### src/rtl/stack_row_slider.sv
// ============================================================================
// Module   : stack_row_slider
// Purpose  : Sweeps a bar of lit cells across a row and judges the drop
//            against the row below.
// Revision : 1.0
// ============================================================================
`default_nettype none

module stack_row_slider #(
  parameter int COLS       = 16,
  parameter int BASE_TICKS = 500000
) (
  input  logic            clk,
  input  logic            resetn,
  input  logic            start,
  input  logic [3:0]      speed,
  input  logic [3:0]      num_blocks,
  input  logic            drop,
  input  logic [COLS-1:0] prev_row,
  output logic [COLS-1:0] row_out,
  output logic            row_valid,
  output logic [COLS-1:0] result_row,
  output logic            next_signal,
  output logic            fail
);

  localparam int PW = $clog2(COLS) + 1;
  localparam int CW = $clog2(BASE_TICKS * 15 + 1);

  typedef enum logic [1:0] {IDLE = 2'd0, MOVE = 2'd1, JUDGE = 2'd2} state_t;

  state_t        state, state_next;
  logic [PW-1:0] pos, pos_next, w, w_in;
  logic          dir_left, dir_next;
  logic [CW-1:0] count;
  logic [3:0]    speed_eff, speed_in_eff;
  logic          step;
  logic [COLS-1:0] overlap;

  function automatic logic [COLS-1:0] bar_mask(input logic [PW-1:0] width,
                                               input logic [PW-1:0] p);
    logic [COLS:0] one;
    logic [COLS:0] m;
    one = {{COLS{1'b0}}, 1'b1};
    m   = (one << width) - one;
    return m[COLS-1:0] << p;
  endfunction

  function automatic logic [CW-1:0] period_m1(input logic [3:0] s);
    return CW'(BASE_TICKS * (16 - int'(s)) - 1);
  endfunction

  always_comb begin
    state_next   = state;
    pos_next     = pos;
    dir_next     = dir_left;
    speed_in_eff = (speed == 4'd0) ? 4'd1 : speed;
    if (num_blocks == 4'd0)
      w_in = PW'(1);
    else if (int'(num_blocks) > COLS)
      w_in = PW'(COLS);
    else
      w_in = PW'(num_blocks);
    step    = (state == MOVE) && (count == '0);
    overlap = row_out & prev_row;

    // Full-width bar never moves; otherwise bounce turns and moves in one step.
    if (w != PW'(COLS)) begin
      if (!dir_left) begin
        if (pos + w == PW'(COLS)) begin
          dir_next = 1'b1;
          pos_next = pos - PW'(1);
        end else begin
          pos_next = pos + PW'(1);
        end
      end else begin
        if (pos == '0) begin
          dir_next = 1'b0;
          pos_next = pos + PW'(1);
        end else begin
          pos_next = pos - PW'(1);
        end
      end
    end

    case (state)
      IDLE:    if (start) state_next = MOVE;
      MOVE:    if (drop) state_next = JUDGE;
      JUDGE:   state_next = IDLE;
      default: state_next = IDLE;
    endcase
  end

  always_ff @(posedge clk) begin
    if (!resetn) state <= IDLE;
    else         state <= state_next;
  end

  always_ff @(posedge clk) begin
    if (!resetn) begin
      pos         <= '0;
      w           <= '0;
      dir_left    <= 1'b0;
      count       <= '0;
      speed_eff   <= '0;
      row_out     <= '0;
      row_valid   <= 1'b0;
      result_row  <= '0;
      next_signal <= 1'b0;
      fail        <= 1'b0;
    end else begin
      next_signal <= 1'b0;
      fail        <= 1'b0;
      case (state)
        IDLE: begin
          if (start) begin
            speed_eff  <= speed_in_eff;
            w          <= w_in;
            pos        <= '0;
            dir_left   <= 1'b0;
            count      <= period_m1(speed_in_eff);
            row_out    <= bar_mask(w_in, '0);
            row_valid  <= 1'b1;
            result_row <= '0;
          end
        end
        MOVE: begin
          // A drop wins over a coincident step so the judged mask is the visible one.
          if (drop) begin
            result_row  <= overlap;
            next_signal <= |overlap;
            fail        <= ~|overlap;
          end else if (step) begin
            pos      <= pos_next;
            dir_left <= dir_next;
            count    <= period_m1(speed_eff);
            row_out  <= bar_mask(w, pos_next);
          end else begin
            count <= count - CW'(1);
          end
        end
        JUDGE: begin
          row_out   <= '0;
          row_valid <= 1'b0;
        end
        default: begin
          row_out   <= '0;
          row_valid <= 1'b0;
        end
      endcase
    end
  end

endmodule

`default_nettype wire
### config.mk
export PLATFORM = sky130hd
export DESIGN_NAME = stack_row_slider
export DESIGN_NICKNAME = d
export VERILOG_FILES = /design/src/rtl/stack_row_slider.sv
export SDC_FILE = /design/constraint.sdc
export NUM_CORES = 1
export LEC_CHECK = 0
export BUFFER_PORTS_ARGS = -buffer_cell sky130_fd_sc_hd__buf_2
export CORE_MARGIN = 1
export CORE_UTILIZATION = 68
export CTS_BUF_LIST = sky130_fd_sc_hd__clkbuf_4
export DETAILED_ROUTE_END_ITERATION = 12
export PLACE_DENSITY = 0.9
export SYNTH_ARGS = -nofsm -noshare
export SYNTH_HDL_FRONTEND = slang
export SYNTH_SLANG_ARGS = --single-unit
### constraint.sdc
create_clock -name clk -period 13.3 [get_ports clk]
set_input_delay 2.66 -clock clk [delete_from_list [all_inputs] [get_ports clk]]
set_output_delay 2.66 -clock clk [all_outputs]
set_load 0.005 [all_outputs]
==> metrics.cfg, run 1 <==
[clock_network]
cts_tree = built
insertion_delay_ps = 450
clock-sinks = 74
h-tree-depth = 3
ctsResizeCount = 0
cts_made_buffers = 9
clockRootBuffer = clkbuf_4
postCtsHoldBufs = 0
clkTransAtPathRegs_ps = 140
cts_setup_buffers = 0
cts_buffer_depth = 2

[sta]
max-slew-margin-rel_pct = 33.6
report.final.slew_viol_count = 0
setup_tns_ps = 0
finalSetupViolations = 0
worst_slew_pin_slew_ps = 993
fin_crit_sh_pct = 51.9
finalClockSkew_ps = 16.0
hold_viol = 0
period_needed_ps = 6910
grt_setup_unrepaired = false
timing.hold.ws_ps = 458
max_freq_ghz = 0.145

[routing]
post_drt_via_cell_ratio = 6.45
route.detailed.drc = 0
wl_per_cell_um = 16.8
firstDrtPassIters = 6
vias = 7180
wl_met1_mm = 7.72
top_layer = met4
wl_mm = 18.8
met2WireLength_mm = 8.97
wl_met3_mm = 1.37
ant_nets = 0
drt_iter0_markers = 573

[global_routing]
grt_max_degree = 46
antenna_found_initial = 0
grtUsageTotal_pct = 35.3
grt-ovfl-total = 0
grt_pass1_wl_mm = 29.5
grt_pass1_vias = 6275

[placement]
post_dp_cell_area_um2 = 7300
portBuffers = 62
gp_congestion = 0.993
dp_hpwl_mm = 13.9

[setup_path]
r2r-end = count[20]$_SDFFE_PN0P_
path_max_fanout = 9
required_ps = 13650
critPathLaunchType = primary input
reg2reg_slack_ps = 8000
r2r_cells = 18
worst-setup-path-type = in2reg
cp-startpoint = speed[1]
timing.rr.start = speed_eff[0]$_SDFFE_PN0P_
worstPathArrival_ps = 7250
setup.worst_path.end_class = flop

[power]
power_frac_clock_pct = 16.9
p_per_area_nw_per_um2 = 122
pwr-share-seq_pct = 28.7
switching_share_pct = 45.1
p_switching_mw = 0.411
leakage_nw = 3.18
p_int_mw = 0.500
peakVddDrop_uv = 84.6
p_comb_share_pct = 54.4

[run_status]
status = complete, no violations

[worst_hold_path]
hp-class = reg2reg
holdPathStages = 2
min_to = result_row[11]$_SDFFE_PN0P_
hp-start = result_row[11]$_SDFFE_PN0P_

[synthesis]
postSynthCellCount = 950
synthTopCellsByArea = dfxtp_1 (21%), ha_1 (9.3%), xnor2_1 (6.1%)
yosys_warnings = 0
synth_seq_cells = 74
synth_top_area_share_pct = 21.2
synth_ff_type = dfxtp_1
synth_edf_count = 0
avgSynthCellArea_um2 = 7.36
ys_top_cells_by_count = nand2_1 (101), nor2_1 (92), a21oi_1 (83), dfxtp_1 (74), o21ai_0 (62)
ys_types = 80
yosysMostFrequentCell = nand2_1
async_reset_ff_share_pct = 0
yosysTopAreaCell = dfxtp_1
synth-seq-area-share_pct = 21.2
syn_nets = 1037
synth_area_um2 = 7000

[layout]
final_area_um2 = 7450
multi_input_area_um2 = 5080
fillers = 786
area_growth_pct = 6.49
finalNetCount = 1062
seq_area_um2 = 1480
final_layout_size_suffix_gt1_share_pct = 12.0

[floorplan]
row_count = 36
boundaryPins = 63
core_um2 = 9860
initial_core_util_pct = 70.9
die-area_um2 = 10700
die_h_um = 103
die_w_um = 103

[job]
drv_cap = 0

per-layer routing:
layer  global-route usage [%]  vias up
met5                        0        -
met4                     17.0        0
met3                     5.44       64
met2                     61.1      332
met1                     42.7     3335
li1                         -     3449
cell usage in the layout, fill, tap and decap left out, types with 21 or more instances in the layout:
cell type | Yosys | layout
nand3_1 | 24 | 24
xor2_1 | 21 | 21
ha_1 | 52 | 52
nand2_1 | 101 | 101
buf_2 | 4 | 62
dfxtp_1 | 74 | 74
a21oi_1 | 83 | 83
o21ai_0 | 62 | 62
inv_1 | 55 | 55
nand4_1 | 22 | 22
nor2_1 | 92 | 92
xnor2_1 | 49 | 49
registers in the layout (all words and copies together), names as in the netlist, 2 cells and up:
| signal | cells |
|---|---|
| result_row | 16 |
| w | 4 |
| row_out | 16 |
| state | 2 |
| pos | 5 |
| speed_eff | 4 |
| count | 23 |
logic make-up (layout without fill, tap and decap cells):
group | Yosys count | in the layout | share of synthesized area [%]
AO/OA/AOI/OAI | 263 | 263 | 23.9
flip-flops | 74 | 74 | 21.2
adder cells (fa/ha/maj) | 59 | 59 | 11.3
XOR/XNOR | 71 | 71 | 9.09
multiplexers | 27 | 27 | 4.26
AND/OR/NAND/NOR | 343 | 343 | 23.9
other | 1 | 2 | 0.0536
buffers and inverters | 112 | 142 | 6.30
worst max-delay path, cell delays in order:
cell      delay, ps
buf_2           200
nor3_1          110
nor2_1          540
ha_1            430
xnor2_1         280
inv_1           150
ha_1            360
xnor2_1         150
ha_1            310
inv_1            50
fa_1            530
inv_1            50
ha_1            340
a311oi_1        270
a21oi_1          90
xnor2_1         280
xnor2_1         150
o22ai_1          90
a21oi_1         150
a21oi_1          80
power groups by stage:
stage	Clock, mW	Combinational [mW]	Sequential [mW]
final	0.154	0.495	0.261
after floorplan	0	0.382	0.254
after CTS	0.154	0.489	0.260
after global placement	0	0.472	0.265
after global routing	0.163	0.545	0.264
after detailed placement	0	0.485	0.265
cell type report:
class	instances	share of cell area [%]
well taps	133	2.23
inverters	58	2.92
flip-flops and latches	74	19.9
diodes	1	0.0336
clock buffers	9	0.907
repair buffers	68	4.77
multi-input cells	764	68.1
clock inverters	7	1.11
per-stage QoR:
step	cells	power [mW]	util, %	setup slack (ps)
2_1_floorplan	950	0.636	-	6520
3_3_place_gp	1097	0.737	74.0	6240
3_5_place_dp	1097	0.750	74.0	5960
4_1_cts	1113	0.903	75.5	6460
5_1_grt	1113	0.972	75.5	6170
6_report	1114	0.911	75.5	6390
how the worst max path moves through the flow:
stage                             endpoint  slack, ps  cells past startpoint
floorplan           count[18]$_SDFFE_PN0P_       6520                     20
global placement    count[18]$_SDFFE_PN0P_       6240                     20
detailed placement  count[18]$_SDFFE_PN0P_       5960                     20
CTS                 count[18]$_SDFFE_PN0P_       6460                     20
global route        count[18]$_SDFFE_PN0P_       6170                     20
finish              count[18]$_SDFFE_PN0P_       6390                     20
(Power assumes the default switching activity.)
==> run 2, diff against run 1 <==
--- a/config.mk
+++ b/config.mk
@@ -5,12 +5,13 @@
 export SDC_FILE = /design/constraint.sdc
 export NUM_CORES = 1
 export LEC_CHECK = 0
+export ABC_AREA = 1
 export BUFFER_PORTS_ARGS = -buffer_cell sky130_fd_sc_hd__buf_2
 export CORE_MARGIN = 1
-export CORE_UTILIZATION = 68
+export CORE_UTILIZATION = 57
 export CTS_BUF_LIST = sky130_fd_sc_hd__clkbuf_4
 export DETAILED_ROUTE_END_ITERATION = 12
-export PLACE_DENSITY = 0.9
+export PLACE_DENSITY = 0.8
 export SYNTH_ARGS = -nofsm -noshare
 export SYNTH_HDL_FRONTEND = slang
 export SYNTH_SLANG_ARGS = --single-unit
==> constraint.sdc (replaced) <==
create_clock -name clk -period 6.35 [get_ports clk]
set_input_delay 1.27 -clock clk [delete_from_list [all_inputs] [get_ports clk]]
set_output_delay 1.27 -clock clk [all_outputs]
set_load 0.005 [all_outputs]
==> metrics.cfg, run 2 <==
[setup_path]
r2r-end = count[22]$_SDFFE_PN0P_
critPathLaunchType = flop
path_max_fanout = 14
reg2reg_slack_ps = 1550
timing.rr.start = speed_eff[0]$_SDFFE_PN0P_
required_ps = 6710
worstPathArrival_ps = 5160
setup.worst_path.end_class = flop
worst-setup-path-type = reg2reg
r2r_cells = 21
cp-startpoint = speed_eff[0]$_SDFFE_PN0P_
endpoint = count[22]$_SDFFE_PN0P_

[routing]
wl_per_cell_um = 13.5
firstDrtPassIters = 5
wl_mm = 18.4
route.detailed.drc = 0
post_drt_via_cell_ratio = 5.52
ant_nets = 0
drt_iter0_markers = 516
vias = 7552

[global_routing]
grt_pass1_vias = 6819
antenna_found_initial = 1
grt_pass1_wl_mm = 31.0
grt_max_degree = 49
grt-ovfl-total = 0
grtUsageTotal_pct = 29.0

[power]
switching_share_pct = 48.0
leakage_nw = 3.85
power_frac_clock_pct = 15.4
peakVddDrop_uv = 157
pwr-share-seq_pct = 28.5
p_switching_mw = 0.948
p_int_mw = 1.03
p_per_area_nw_per_um2 = 256
p_comb_share_pct = 56.1

[clock_network]
cts_setup_buffers = 0
clock-sinks = 74
cts_made_buffers = 9
postCtsHoldBufs = 0
cts_buffer_depth = 2
cts_tree = built
h-tree-depth = 3
clkTransAtPathRegs_ps = 130
insertion_delay_ps = 430
ctsResizeCount = 0
clockRootBuffer = clkbuf_4

[placement]
post_dp_cell_area_um2 = 7560
place_ws_ps = 1240
portBuffers = 62
gp_congestion = 0.947
dpl.cell_count = 1351
dp_hpwl_mm = 14.4

[sta]
finalSetupViolations = 0
timing.hold.ws_ps = 515
setup_tns_ps = 0
worst_slew_pin_slew_ps = 928
fin_crit_sh_pct = 75.6
period_needed_ps = 4800
max-slew-margin-rel_pct = 38.1
report.final.slew_viol_count = 0
max_freq_ghz = 0.208
finalClockSkew_ps = 12.3
hold_viol = 0
grt_setup_unrepaired = false
setup_ws_ps = 1550

[layout]
layout_commonest_cell = nand2_1
layout_common_cells = nand2_1 (261), inv_1 (150), nand3_1 (122)
top_register = count
final_area_um2 = 7710
final_layout_size_suffix_gt1_share_pct = 11.3
finalNetCount = 1281
stdcell_count = 1368
reg_top3 = count x23, result_row x16, row_out x16
area_growth_pct = 7.07
largest_reg_flops = 23

[floorplan]
boundaryPins = 63
die_w_um = 114
die_h_um = 114
die-area_um2 = 13100
initial_core_util_pct = 59.2
core_um2 = 12200
row_count = 40

[synthesis]
synth_top_area_share_pct = 20.6
synth-seq-area-share_pct = 20.6
synth_seq_cells = 74
postSynthCellCount = 1156
ys_types = 56
async_reset_ff_share_pct = 0
syn_nets = 1243
synth_ff_type = dfxtp_1
synthTopCellsByArea = dfxtp_1 (21%), nand2_1 (14%), ha_1 (9.0%)
ys_top_cells_by_count = nand2_1 (261), inv_1 (150), nand3_1 (122), nor2_1 (101)
synth_area_um2 = 7200
yosys_warnings = 0
yosysTopAreaCell = dfxtp_1
avgSynthCellArea_um2 = 6.23
yosysMostFrequentCell = nand2_1
synth_edf_count = 0

[worst_hold_path]
hp-class = reg2reg

[run_status]
status = complete, no violations

[job]
drv_cap = 0

run 2: cell count changes after synthesis, moves of 9 or more:
cell / previous run / this run
inv_1: 55 / 150
a22oi_1: 15 / 1
nand2_2: 0 / 17
inv_2: 1 / 10
nand3_1: 24 / 122
xnor2_1: 49 / 18
nand2_1: 101 / 261
o21ai_0: 62 / 84
nor2_1: 92 / 101
mux2_2: 9 / 0
nand2b_1: 13 / 0
nand4_1: 22 / 11
mux2i_1: 16 / 0
clkbuf_1: 47 / 24
run 2: worst min-delay path by stage:
stage | start | end | cells after the start | slack (ps)
floorplan | row_valid$_SDFFE_PN0P_ | row_valid$_SDFFE_PN0P_ | 2 | 460
global placement | row_out[9]$_SDFFE_PN0P_ | row_out[9]$_SDFFE_PN0P_ | 2 | 490
detailed placement | row_out[9]$_SDFFE_PN0P_ | row_out[9]$_SDFFE_PN0P_ | 2 | 490
CTS | row_out[9]$_SDFFE_PN0P_ | row_out[9]$_SDFFE_PN0P_ | 2 | 510
global route | row_valid$_SDFFE_PN0P_ | row_valid$_SDFFE_PN0P_ | 2 | 540
finish | row_out[9]$_SDFFE_PN0P_ | row_out[9]$_SDFFE_PN0P_ | 2 | 520
run 2: cell families after synthesis:
logic type | share of synthesized area, %
buffers and inverters | 10.8
adder cells (fa/ha/maj) | 11.0
XOR/XNOR | 6.43
flip-flops | 20.6
AO/OA/AOI/OAI | 16.6
AND/OR/NAND/NOR | 34.6
other | 0.0521
run 2: through the flow:
stage | util (%) | power [mW]
after floorplan | - | 1.44
after global placement | 62.2 | 1.65
after detailed placement | 62.2 | 1.67
after CTS | 63.4 | 1.98
after global routing | 63.4 | 2.18
final | 63.4 | 1.98
run 2: routing by layer:
layer  vias to the layer above  wire (um)  GRT usage, %  part of all wire (%)
met3                        40       1110          4.18                   6.0
met5                         -          0             0                     0
met4                         0        531          9.00                   2.9
li1                       3859          -             -                     -
met2                       255       8500          49.4                    46
met1                      3398       8280          37.9                    45
run 2: area by class of cell:
cell class	instances	area (um2)
inverter	161	604
fill	1217	4450
clock buffer	9	67.6
sequential	74	1480
timing repair buffer	64	325
clock inverter	7	76.3
tap	168	210
antenna	1	2.50
multi-input combinational	884	4940
run 2: worst max-delay path, stage by stage (launching register included):
cell      delay, ps
dfxtp_1         720
inv_1           260
ha_1            460
inv_1           160
ha_1            340
xor2_1          170
ha_1            300
inv_1            50
fa_1            500
inv_1            50
ha_1            370
a21oi_1         260
nor3_1           80
a211oi_1        240
nand2_1          90
nand2_1          60
nand2_1          80
nor2_1          140
nand4_1         100
nand2_1          80
nand2_1          50
a21oi_1         160
run 2: power by group through the flow:
stage                     Combinational (mW)  Sequential [mW]  Clock (mW)
after global placement                  1.08            0.572           0
after detailed placement                1.10            0.572           0
final                                   1.11            0.563       0.305
after floorplan                        0.881            0.556           0
after CTS                               1.11            0.562       0.309
after global routing                    1.28            0.569       0.330
==> run 3, diff against run 2 <==
==> constraint.sdc (replaced) <==
create_clock -name clk -period 4.2 [get_ports clk]
set_input_delay 0.84 -clock clk [delete_from_list [all_inputs] [get_ports clk]]
set_output_delay 0.84 -clock clk [all_outputs]
set_load 0.005 [all_outputs]
==> metrics.cfg, run 3 (synthesis results as in run 2) <==
[layout]
finalNetCount = 1306
area_growth_pct = 9.49
reg_top3 = count x23, result_row x16, row_out x16
final_area_um2 = 7890
seq_area_um2 = 1480
fillers = 1207
multi_input_area_um2 = 4960
utilization_pct = 64.8
top_register = count
diodes = 0
layout_commonest_cell = nand2_1
final_layout_size_suffix_gt1_share_pct = 13.4
largest_reg_flops = 23
stdcell_count = 1392
layout_common_cells = nand2_1 (261), inv_1 (150), nand3_1 (122)

[routing]
vias = 7631
drt_iter0_markers = 581
route.detailed.drc = 0
wl_mm = 18.7
wl_per_cell_um = 13.4
ant_nets = 0
firstDrtPassIters = 5
post_drt_via_cell_ratio = 5.48

[setup_path]
worst-setup-path-type = reg2reg
slowest_delay_ps = 490
r2r_cells = 23
critPathLaunchType = flop
crit_top_cell = nand2_1
path_max_fanout = 6
required_ps = 4580
path_delay_family = adder cells
cp_num_buf_inv = 4
slowest_stage = fa_1
worstPathArrival_ps = 4270
crit_cells = 23
path_cells = inv_1, ha_2, inv_1, nand2_1, nand2_2, ha_1, xor2_1, ha_1, inv_1, fa_1, inv_1, ha_1, a21oi_2, nor3_1, a211oi_2, nand2_1, nand2_1, nand2_1, nor2_1, nand4_1, nand2_1, nand2_1, a21oi_1
setup.worst_path.end_class = flop

[global_routing]
grt_pass1_wl_mm = 30.9
antenna_found_initial = 0
grtUsageTotal_pct = 29.0
grt-ovfl-total = 0
grt_max_degree = 49
grt_pass1_vias = 6774

[clock_network]
h-tree-depth = 3
clockRootBuffer = clkbuf_4
insertion_delay_ps = 440
cts_tree = built
cts_setup_buffers = 0
cts_made_buffers = 9
ctsResizeCount = 0
clock-sinks = 74
clkTransAtPathRegs_ps = 130
postCtsHoldBufs = 0
cts_buffer_depth = 2

[placement]
place_ws_ps = -81.5
portBuffers = 62
dpl.cell_count = 1376
gp_congestion = 0.990
dp_hpwl_mm = 14.6
post_dp_cell_area_um2 = 7750

[sta]
max-slew-margin-rel_pct = 46.7
worst_slew_pin_slew_ps = 799
max_freq_ghz = 0.257
fin_crit_sh_pct = 92.8
hold_viol = 0
finalClockSkew_ps = 22.9
period_needed_ps = 3900
setup_ws_ps = 303
finalSetupViolations = 0
report.final.slew_viol_count = 0
grt_setup_unrepaired = false

[power]
peakVddDrop_uv = 221
power.total_mw = 3.01
p_per_area_nw_per_um2 = 382
leakage_nw = 3.95

[floorplan]
core_um2 = 12200
boundaryPins = 63
die-area_um2 = 13100
die_h_um = 114
row_count = 40
die_w_um = 114
initial_core_util_pct = 59.2

[worst_hold_path]
hp-class = reg2reg
holdPathStages = 2

[job]
drv_cap = 0

[run_status]
status = complete, no violations

-- run 3: path summary, 6_finish.rpt --
path / start / endpoint / slack (ps)
max: speed_eff[1]$_SDFFE_PN0P_ / count[22]$_SDFFE_PN0P_ / 300
min: row_valid$_SDFFE_PN0P_ / row_valid$_SDFFE_PN0P_ / 520
max reg2reg: speed_eff[1]$_SDFFE_PN0P_ / count[22]$_SDFFE_PN0P_ / 300
min reg2reg: row_valid$_SDFFE_PN0P_ / row_valid$_SDFFE_PN0P_ / 520
-- run 3: routing by layer --
metal	routed length (um)	up-vias	track usage, %
met5	0	-	0
met1	8390	3428	37.9
met2	8730	260	49.9
li1	-	3909	-
met4	413	0	8.05
met3	1120	34	3.92
-- run 3: cell type report --
type	instances	area share [%]
multi-input combinational	884	62.9
sequential	74	18.8
inverter	161	7.66
timing repair buffer	89	6.51
tap	168	2.67
clock buffer	9	0.857
clock inverter	7	0.651
-- run 3: stage by stage --
step	setup TNS (ps)	hold WS (ps)
after floorplan	0	460
after global placement	0	491
after detailed placement	-144	497
after CTS	0	516
after global routing	0	532
final	0	517
-- run 3: report_power, final --
part	leakage, nW	internal [mW]	switching, mW	total (mW)
logic	3.29	0.643	1.12	1.76
clock network	0.0526	0.123	0.276	0.399
registers	0.610	0.770	0.0781	0.848
-- run 3: worst register-to-register path, delay by kind of cell, from the launching register on --
family | cells | cell delay, ps
flip-flops | 1 | 360
AND/OR/NAND/NOR | 10 | 840
buffers and inverters | 4 | 260
AO/OA/AOI/OAI | 3 | 500
XOR/XNOR | 1 | 170
adder cells (fa/ha/maj) | 5 | 1690
